$ cat config.mk
export PLATFORM = sky130hd
export DESIGN_NAME = rtl_seq_gen
export DESIGN_NICKNAME = d
export VERILOG_FILES = /design/src/rtl/rtl_seq_gen_pkg.sv /design/src/rtl/rtl_seq_gen_lfsr.sv /design/src/rtl/rtl_seq_gen.sv
export SDC_FILE = /design/constraint.sdc
export NUM_CORES = 1
export LEC_CHECK = 0
export ABC_AREA = 0
export ABC_CLOCK_PERIOD_IN_PS = 2450
export BUFFER_PORTS_ARGS = -buffer_cell sky130_fd_sc_hd__buf_4
export CAP_MARGIN = 15
export CORE_MARGIN = 2
export CORE_UTILIZATION = 53
export DETAILED_ROUTE_END_ITERATION = 7
export GPL_TIMING_DRIVEN = 0
export PLACE_DENSITY = 0.7
export SYNTH_ARGS = -nofsm -noshare
export SYNTH_HDL_FRONTEND = slang
export SYNTH_HIERARCHICAL = 1
export SYNTH_SLANG_ARGS = --single-unit
$ cat constraint.sdc
create_clock -name clk -period 2.45 [get_ports clk]
set_clock_uncertainty 0.2 [all_clocks]
set_input_delay 0.245 -clock clk [delete_from_list [all_inputs] [get_ports clk]]
set_output_delay 0.245 -clock clk [all_outputs]
set_load 0.05 [all_outputs]
$ cat src/rtl/rtl_seq_gen_pkg.sv
// ============================================================================
// Module  : seq_gen_pkg
// Brief   : Shared types and constants for the rtl_seq_gen serial sequence source.
// Revision: 1.0 - initial release
// ============================================================================
`default_nettype none

package seq_gen_pkg;

    typedef enum logic [0:0] {
        S_IDLE = 1'b0,
        S_RUN  = 1'b1
    } seq_state_t;

    localparam int          LFSR_W      = 8;
    localparam logic [7:0]  LFSR_TAPS   = 8'hB8;
    localparam int          DEF_PAT_LEN = 8;
    localparam logic [31:0] DEF_PATTERN = 32'b1011_0010;

    // An all-zero LFSR state would lock up, so a zero seed falls back to 1.
    function automatic logic [LFSR_W-1:0] seed_fix(input logic [LFSR_W-1:0] seed);
        return (seed == '0) ? {{(LFSR_W-1){1'b0}}, 1'b1} : seed;
    endfunction

endpackage

`default_nettype wire

$ cat src/rtl/rtl_seq_gen_lfsr.sv
// ============================================================================
// Module  : seq_gen_lfsr
// Brief   : 8-bit Fibonacci LFSR (taps 7,5,4,3); bit_o is the MSB before shift.
// Revision: 1.0 - initial release
// ============================================================================
`default_nettype none

module seq_gen_lfsr
    import seq_gen_pkg::*;
(
    input  wire logic              clk,
    input  wire logic              reset,
    input  wire logic              en,
    input  wire logic [LFSR_W-1:0] seed,
    output logic                   bit_o
);

    logic [LFSR_W-1:0] q_q;
    logic [LFSR_W-1:0] q_d;

    always_comb begin
        q_d = q_q;
        if (en) begin
            q_d = {q_q[LFSR_W-2:0], ^(q_q & LFSR_TAPS)};
        end
    end

    always_ff @(posedge clk) begin
        if (reset) begin
            q_q <= seed_fix(seed);
        end else begin
            q_q <= q_d;
        end
    end

    assign bit_o = q_q[LFSR_W-1];

endmodule

`default_nettype wire

$ cat src/rtl/rtl_seq_gen.sv
// ============================================================================
// Module  : rtl_seq_gen
// Brief   : Autonomous serial sequence generator: start delay, then a repeating
//           MSB-first pattern. Define SEQ_GEN_LFSR_EN for an LFSR stream instead.
// Revision: 1.0 - initial release
// ============================================================================
`default_nettype none

module rtl_seq_gen
    import seq_gen_pkg::*;
#(
    parameter int          PAT_LEN     = DEF_PAT_LEN,
    parameter logic [31:0] PATTERN     = DEF_PATTERN,
    parameter int          START_DELAY = 2,
    parameter logic [7:0]  LFSR_SEED   = 8'h01
) (
    input  wire logic clk,
    input  wire logic reset,
    output logic      y
);

    localparam logic [7:0] DLY     = 8'(START_DELAY);
    localparam logic [4:0] IDX_MSB = 5'(PAT_LEN - 1);

    seq_state_t state_q, state_d;
    logic [7:0] dcnt_q, dcnt_d;
    logic       y_q, y_d;
    logic       w_start;
    logic       w_bit;

    assign w_start = (state_q == S_IDLE) && (dcnt_q == DLY);

`ifdef SEQ_GEN_LFSR_EN
    logic w_emit;

    // Shift on every edge that emits a bit, including the IDLE->RUN edge.
    assign w_emit = (state_d == S_RUN);

    seq_gen_lfsr u_lfsr (
        .clk   (clk),
        .reset (reset),
        .en    (w_emit),
        .seed  (LFSR_SEED),
        .bit_o (w_bit)
    );
`else
    logic [4:0] idx_q, idx_d;

    always_comb begin
        idx_d = idx_q;
        if (w_start) begin
            idx_d = IDX_MSB - 5'd1;
        end else if (state_q == S_RUN) begin
            idx_d = (idx_q == 5'd0) ? IDX_MSB : idx_q - 5'd1;
        end
    end

    always_ff @(posedge clk) begin
        if (reset) begin
            idx_q <= IDX_MSB;
        end else begin
            idx_q <= idx_d;
        end
    end

    assign w_bit = (state_q == S_IDLE) ? PATTERN[IDX_MSB] : PATTERN[idx_q];
`endif

    always_comb begin
        state_d = state_q;
        dcnt_d  = dcnt_q;
        y_d     = y_q;
        unique case (state_q)
            S_IDLE: begin
                y_d = 1'b0;
                if (w_start) begin
                    state_d = S_RUN;
                    y_d     = w_bit;
                end else begin
                    dcnt_d = dcnt_q + 8'd1;
                end
            end
            S_RUN: begin
                y_d = w_bit;
            end
            default: begin
                state_d = S_IDLE;
            end
        endcase
    end

    always_ff @(posedge clk) begin
        if (reset) begin
            state_q <= S_IDLE;
            dcnt_q  <= 8'd0;
            y_q     <= 1'b0;
        end else begin
            state_q <= state_d;
            dcnt_q  <= dcnt_d;
            y_q     <= y_d;
        end
    end

    assign y = y_q;

endmodule

`default_nettype wire

Yosys cells after proc, flatten, opt, wreduce, memory -nomap -nowiden
Memory sizes are Yosys's and may differ from the RTL's.
Cells that the tools add are included.
W data, S select, Z words.
{"block": "totals", "register_bits": 15, "mem_bits_ro": 32, "inputBits": 2, "output_inout_bits": 1, "memories": 1}
{"block": "op_classes", "addsub": 2, "n_lt_le_gt_ge": 1, "n_eq_ne": 1, "muxes": 9, "bitwise": 2, "n_reduce_logical": 5}
{"name": "(name not given)", "words": 32, "word_bits": 1, "read_ports": 1, "rd_clocked_by_memory_dff": 0, "write_ports": 0, "line_no": "rtl_seq_gen.sv:66", "source": "assign w_bit = (state_q == S_IDLE) ? PATTERN[IDX_MSB] : PATTERN[idx_q];"}
{"operator": "$add A8 B1 Y8 const B", "n": 1}
{"operator": "$eq A8 B2 Y1 const B", "n": 1}
{"operator": "$mux W1", "n": 7}
{"operator": "$lt A5 B6 Y1 const B", "n": 1}
{"operator": "$logic_not A5 Y1", "n": 1}
{"operator": "$mux W5", "n": 1}
{"operator": "$sub A5 B1 Y5 const B", "n": 1}
{"operator": "$not A1 Y1", "n": 2}
{"operator": "$pmux W1 S2", "n": 1}
{"operator": "$reduce_and A2 Y1", "n": 1}
{"operator": "$reduce_bool A2 Y1", "n": 1}
{"operator": "$reduce_or A2 Y1", "n": 1}
{"operator": "$logic_and A1 B1 Y1", "n": 1}

Logic depth before layout (Yosys ltp)
Gate-level depths: netlist of the first run.
{"block": "logic_depth", "word_depth": 5, "ltp_mapped": 5, "ltp_nobuf": 5}

Worst setup path after synthesis of the first run
OpenSTA, ideal clock, no wires.
{"block": "synth_timing", "path_type": "register to register", "startpoint": "register dcnt_q[0]", "endpoint": "register y_q, in the netlist y", "arrival_ns": 1.446, "setup_slack_ns": 0.736, "path_stages_with_launch": 6, "path_buffers": 0, "period_less_slack_ns": 1.714, "cell_sequence": "dfxtp_1 inv_1 ha_1 or4b_4 or3_1 a21oi_2"}
{"block": "synth_via", "elab_chain_cells": 4}
{"element": "from (decl)", "line_no": "rtl_seq_gen.sv:26", "source": "logic [7:0] dcnt_q, dcnt_d;"}
{"element": "from (signal assigned)", "line_no": "rtl_seq_gen.sv:99", "source": "dcnt_q <= dcnt_d;"}
{"element": "$eq A8 B2 Y1", "line_no": "rtl_seq_gen.sv:31", "source": "assign w_start = (state_q == S_IDLE) && (dcnt_q == DLY);"}
{"element": "$logic_and A1 B1 Y1", "line_no": "rtl_seq_gen.sv:31"}
{"element": "$mux W1", "line_no": "rtl_seq_gen.sv:76", "source": "if (w_start) begin"}
{"element": "$pmux W1 S2", "line_no": "rtl_seq_gen.sv:73", "source": "unique case (state_q)"}
{"element": "to (signal assigned)", "line_no": "rtl_seq_gen.sv:100", "source": "y_q <= y_d;"}
{"element": "to (decl)", "line_no": "rtl_seq_gen.sv:27", "source": "logic y_q, y_d;"}
No other way between the ends.
A chain may end at the register's enable or synchronous reset.

Worst setup path after layout of the first run
{"block": "layout_timing", "startpoint": "register dcnt_q[0]", "endpoint": "register dcnt_q[1]"}
{"block": "layout_via", "elab_chain_cells": 4, "elab_cells_between_ends": 5, "classes_between": "add/sub: 1; eq/ne: 1; bitwise: 1; reduce/logical: 2"}
{"element": "branches (longest 4 deep; another with $add A8 B1 Y8)"}
Parallel ways; which one is timed is not known.

==> flow_summary.ini, run 1 <==
[worst_hold_path]
hold_path_class = reg -> reg
hold_path_startpoint = idx_q[4]$_SDFFE_PP0P_

[clocking]
cts_tree = yes
cts_sink_cnt = 15
clock_tree.htree_level_count = 1
cts_resized = 0
cts_buffers = 3
insertion_delay_ns = 0.28
clkTransAtPathRegs_ns = 0.09
clock_tree.root_cell = sky130_fd_sc_hd__clkbuf_4
clockBufferDepth = 2

[global_routing]
grt_start_max_net_pins = 11
first_global_vias = 564
antenna_violations_before_repair = 0
globalRouteTotalUtil_pct = 17.3
grt_pass1_wl_um = 2350
gr-total-overflow = 0

[timing]
layout_min_cycle_time_ns = 1.85
postLayoutSetupSlackWorst_ns = 0.599
max_freq_ghz = 0.540
worstMarginPinSlew_ns = 0.510
report.final.slew_viol_count = 0
setup_viol_count_final = 0
timing.slew.headroom_pct = 66.0
hold_viol = 0
rsz0062_at_grt = false
worst_hold_slack_ns = 0.290
setup_total_negative_slack_ns = 0
final_min_period_over_clock_period_pct = 75.6

[placement]
finalWeightedCongestion = 0.759
place.port_buffers = 2
dpl_worst_slack_ns = 0.597
numPlacedInstances = 101
placed_area_um2 = 797
dp.final_hpwl_um = 968

[synthesis]
count_of_flip_flops_with_a_built_in_enable_after_synthesis = 0
syn_area_um2 = 763
post-synth-top-count-cell = sky130_fd_sc_hd__dfxtp_1
ys_warn_count = 6
post_synth.cell_area_avg_um2 = 9.09
synth_ff_type = sky130_fd_sc_hd__dfxtp_1
postSynthCellCount = 84
netlist_top_cells_count = sky130_fd_sc_hd__dfxtp_1, sky130_fd_sc_hd__nor2_1
synth.net_count = 91
synth.area.top_cells = sky130_fd_sc_hd__dfxtp_1, sky130_fd_sc_hd__ha_1, sky130_fd_sc_hd__nor2_1
synth.largest_area_cell = sky130_fd_sc_hd__dfxtp_1
post_synth_num_cell_types = 30
postSynth.asyncResetShare_pct = 0
ys_seq_elements = 15
synth_top_cell_area_share_pct = 39.3
ys_seq_area_share_pct = 39.3

[detailed_routing]
routed-via-count = 610
wl_um = 1320
drt_first_pass_iters = 4
route.antenna.remaining_nets = 0
routedWlPerCell_um = 12.5
first_iter_violations = 6
drt-vias-per-instance = 5.75
remaining_drc_errors = 0

[finish]
drive_gt1_share_pct = 13.2
syn2layout_area_growth_pct = 9.34
fin_nets = 99
fillers = 134
finish.instance_area_um2 = 835
finalCoreUtilization_pct = 63.3
post_layout_instance_count_excluding_filler_cells = 106
insertedDiodeCount = 0

[floorplan]
design.die.area_mm2 = 0.00176
start_util_pct = 57.9
chipWidth_um = 42.0
die-height_um = 42.0
num_io_pins = 3
rows = 13
core_area_mm2 = 0.00132

[critical_path]
cp_arrival_ns = 1.82
endpoint_kind = register
reg2reg_to = dcnt_q[1]$_SDFFE_PP0P_
cp_data_required_time_ns = 2.42
cp-startpoint = dcnt_q[0]$_SDFFE_PP0P_
regToRegStartpoint = dcnt_q[0]$_SDFFE_PP0P_
regToRegSetupSlack_ns = 0.60
slowest_delay_ns = 0.38
worst-path-max-fanout = 4
crit_path_cell_trace = inv_1 > ha_1 > nor4b_1 > a21oi_1 > mux2_2
crit_path_top_delay_cell = sky130_fd_sc_hd__dfxtp_1
worstSetupStartpointType = register
ff2ff_path_depth = 5
timing_worst_setup_path_type = reg -> reg
crit_path_end = dcnt_q[1]$_SDFFE_PP0P_

[power_and_ir_drop]
report.power.total_mw = 0.672
standby_leakage_power_nw = 0.324
power.ir.vdd_worst_mv = 0.413
power_per_cell_area_mw_per_mm2 = 805

[run]
count_of_maximum_capacitance_violations = 0

[outcome]
result_of_the_run = complete, no violations
worst max-delay path: cells and delay by family (launching register included):
kind | cells | cell delay [ns]
buffers and inverters | 1 | 0.07
DFF | 1 | 0.38
adders and majority gates | 1 | 0.21
AOI/OAI and AO/OA | 1 | 0.35
and+or+nand+nor | 1 | 0.16
muxes | 1 | 0.38
state kept, by name, indices dropped and copies added, names as in the netlist:
name	cells
y	1
state_q	1
idx_q	5
dcnt_q	8
cell type report:
class / count / area [um^2] / share of cell area [%]
Clock buffer: 3 / 22.5 / 2.70
Multi-Input combinational cell: 63 / 440 / 52.8
Buffer: 2 / 7.51 / 0.900
Clock inverter: 1 / 5.00 / 0.600
Sequential cell: 15 / 300 / 36.0
Timing Repair Buffer: 3 / 25.0 / 3.00
Tap cell: 15 / 18.8 / 2.25
Inverter: 4 / 15.0 / 1.80
what timing repair did:
item                      CTS  global route
hold endpoints to repair    1             0
setup buffers               0             0
hold buffers                1             0
power by group:
part           switching (mW)  leakage, nW  internal, mW
Clock                  0.0782       0.0177        0.0605
Combinational           0.114        0.185        0.0994
Sequential             0.0381        0.122         0.282
cells in the final DEF (no fill, tap or decap), drive strengths merged, types with 3 or more instances in the layout:
cell | synthesis | routed
dfxtp | 15 | 15
nor2 | 8 | 8
a21oi | 6 | 6
o21ai | 5 | 5
nand2 | 5 | 5
ha | 5 | 5
clkbuf | 2 | 5
inv | 4 | 4
or3 | 4 | 4
nor4b | 3 | 3
nor3 | 3 | 3
cell families (layout without fill, tap and decap cells):
| logic type | Yosys count | count (layout) | synth area share [%] |
|---|---|---|---|
| simple gates | 35 | 35 | 27.9 |
| compound gates | 17 | 17 | 14.1 |
| flops | 15 | 15 | 39.3 |
| buf+inv | 6 | 13 | 2.95 |
| fa+ha+maj | 5 | 5 | 8.20 |
| xor+xnor | 4 | 4 | 4.59 |
| mux | 2 | 2 | 2.95 |
routing by layer:
layer  vias up  GRT usage (%)  routed length (um)
met2         5           28.4                 602
met4         0           9.68                  24
li1        315              -                   -
met3         4           2.61                  27
met5         -              0                   0
met1       286           21.4                 667
how the worst min path moves through the flow:
stage,to,slack [ns],cells past startpoint
6_report,idx_q[4]$_SDFFE_PP0P_,0.29,1
5_1_grt,idx_q[4]$_SDFFE_PP0P_,0.32,1
4_1_cts,idx_q[4]$_SDFFE_PP0P_,0.29,1
3_5_place_dp,idx_q[4]$_SDFFE_PP0P_,0.27,2
3_3_place_gp,idx_q[4]$_SDFFE_PP0P_,0.28,2
2_1_floorplan,idx_q[4]$_SDFFE_PP0P_,0.12,1
(Power assumes the default switching activity.)
==> run 2, diff against run 1 <==
--- a/config.mk
+++ b/config.mk
@@ -6,7 +6,7 @@
 export NUM_CORES = 1
 export LEC_CHECK = 0
 export ABC_AREA = 0
-export ABC_CLOCK_PERIOD_IN_PS = 2450
+export ABC_CLOCK_PERIOD_IN_PS = 1830
 export BUFFER_PORTS_ARGS = -buffer_cell sky130_fd_sc_hd__buf_4
 export CAP_MARGIN = 15
 export CORE_MARGIN = 2
==> constraint.sdc (replaced) <==
create_clock -name clk -period 1.83 [get_ports clk]
set_clock_uncertainty 0.2 [all_clocks]
set_input_delay 0.183 -clock clk [delete_from_list [all_inputs] [get_ports clk]]
set_output_delay 0.183 -clock clk [all_outputs]
set_load 0.05 [all_outputs]
==> run 2 against run 1 <==
Effect of this change:
- clock-buffer cell count unchanged
- first-iteration DRC count did not move
- clock power up 33%
- final cell count unchanged
- non-clock buffer count unchanged
==> flow_summary.ini, run 2 (synthesis gave the netlist of run 1 again) <==
[detailed_routing]
routedWlPerCell_um = 12.6
drt-vias-per-instance = 5.83
route.antenna.remaining_nets = 0
wl_um = 1330
first_iter_violations = 6
routed-via-count = 618
remaining_drc_errors = 0
drt_first_pass_iters = 4

[floorplan]
num_io_pins = 3
chipWidth_um = 42.0
design.die.area_mm2 = 0.00176
die-height_um = 42.0
start_util_pct = 57.9
core_area_mm2 = 0.00132
rows = 13

[finish]
most_frequent_cells_in_the_layout = sky130_fd_sc_hd__dfxtp_1, sky130_fd_sc_hd__nor2_1, sky130_fd_sc_hd__o21ai_0, sky130_fd_sc_hd__nand2_1
largest_register_ffs = 8
insertedDiodeCount = 0
syn2layout_area_growth_pct = 13.3
drive_gt1_share_pct = 20.9
registers.top_by_ff_count = dcnt_q
post_layout_instance_count_excluding_filler_cells = 106
fin_nets = 99
top_regs = dcnt_q: 8 flops, idx_q: 5 flops
final_common_cell = sky130_fd_sc_hd__dfxtp_1

[timing]
report.final.slew_viol_count = 0
setup_total_negative_slack_ns = 0
setup_viol_count_final = 0
max_freq_ghz = 0.573
timing.slew.headroom_pct = 64.8
layout_min_cycle_time_ns = 1.74
rsz0062_at_grt = false
hold_viol = 0
worstMarginPinSlew_ns = 0.528
final_min_period_over_clock_period_pct = 95.3

[global_routing]
first_global_vias = 564
gr-total-overflow = 0
grt_pass1_wl_um = 2350
antenna_violations_before_repair = 0
grt_start_max_net_pins = 11
globalRouteTotalUtil_pct = 17.3

[critical_path]
regToRegStartpoint = dcnt_q[0]$_SDFFE_PP0P_
reg2reg_to = y$_SDFF_PP0_
ff2ff_path_depth = 5
worst-path-max-fanout = 4
timing_worst_setup_path_type = reg -> reg
cp_data_required_time_ns = 1.84
cp_arrival_ns = 1.76
worstSetupStartpointType = register
crit_path_end = y$_SDFF_PP0_
cp-startpoint = dcnt_q[0]$_SDFFE_PP0P_
regToRegSetupSlack_ns = 0.09
endpoint_kind = register

[power_and_ir_drop]
power_per_cell_area_mw_per_mm2 = 1080
report.power.total_mw = 0.937
standby_leakage_power_nw = 0.330
power.ir.vdd_worst_mv = 0.563

[placement]
dp.final_hpwl_um = 968
numPlacedInstances = 101
place.port_buffers = 2
finalWeightedCongestion = 0.759

[worst_hold_path]
hold_path_class = reg -> reg

[clocking]
insertion_delay_ns = 0.28
cts_setup_buffers = 0
clockBufferDepth = 2
clkTransAtPathRegs_ns = 0.09
clock_tree.root_cell = sky130_fd_sc_hd__clkbuf_4
clock_tree.htree_level_count = 1
cts_buffers = 3
cts_sink_cnt = 15
cts_tree = yes

[outcome]
result_of_the_run = complete, no violations

[run]
count_of_maximum_capacitance_violations = 0
[run 2: layout make-up]
cell class | instances | area (um^2)
clock inverter | 1 | 5.00
fill | 125 | 453
timing repair buffer | 3 | 25.0
tap | 15 | 18.8
clock buffer | 3 | 22.5
buffer | 2 | 7.51
multi-input combinational | 63 | 468
sequential | 15 | 303
inverter | 4 | 15.0
[run 2: through the flow]
| step | hold WS [ns] | worst slack [ns] | util (%) | area [um^2] |
|---|---|---|---|---|
| global route | 0.319 | 0.0264 | 65.6 | 865 |
| CTS | 0.289 | 0.00537 | 63.6 | 838 |
| floorplan | 0.0597 | 0.116 | - | 763 |
| global placement | 0.214 | 0.00607 | 60.5 | 797 |
| finish | 0.291 | 0.0857 | 65.6 | 865 |
| detailed placement | 0.211 | -0.0232 | 60.5 | 797 |
[run 2: per-layer routing]
| metal | routed length [um] | up-vias | share of wire [%] | global-route usage, % |
|---|---|---|---|---|
| li1 | - | 314 | - | - |
| met3 | 39 | 2 | 2.9 | 2.61 |
| met5 | 0 | - | 0 | 0 |
| met1 | 678 | 294 | 51 | 21.4 |
| met4 | 12 | 0 | 0.90 | 9.68 |
| met2 | 601 | 8 | 45 | 28.4 |
[run 2: worst min path at each step]
stage / from / to / cells past startpoint
3_3_place_gp: reset / idx_q[4]$_SDFFE_PP0P_ / 2
2_1_floorplan: reset / idx_q[4]$_SDFFE_PP0P_ / 1
6_report: idx_q[4]$_SDFFE_PP0P_ / idx_q[4]$_SDFFE_PP0P_ / 1
4_1_cts: idx_q[4]$_SDFFE_PP0P_ / idx_q[4]$_SDFFE_PP0P_ / 1
5_1_grt: idx_q[4]$_SDFFE_PP0P_ / idx_q[4]$_SDFFE_PP0P_ / 1
3_5_place_dp: reset / idx_q[4]$_SDFFE_PP0P_ / 2
[run 2: worst max-delay path, stage by stage (launching register included)]
cell and delay, ns:
sky130_fd_sc_hd__dfxtp_2 0.35, sky130_fd_sc_hd__inv_2 0.07, sky130_fd_sc_hd__ha_4 0.13, sky130_fd_sc_hd__or4b_4 0.48, sky130_fd_sc_hd__or3_4 0.34, sky130_fd_sc_hd__a21oi_2 0.11
[run 2: what timing repair did]
item / 4_1_cts / 5_1_grt
hold buffers: 1 / 0
hold endpoints to repair: 1 / 0
pin swaps: 0 / 1
endpoints found under the setup margin: 2 / 6
gates resized for setup: 1 / 7
[run 2: power by group]
group          switching (mW)  total (mW)  internal, mW
clock                   0.104       0.185        0.0810
sequential             0.0564       0.438         0.382
combinational           0.164       0.314         0.151
total                   0.324       0.937         0.613
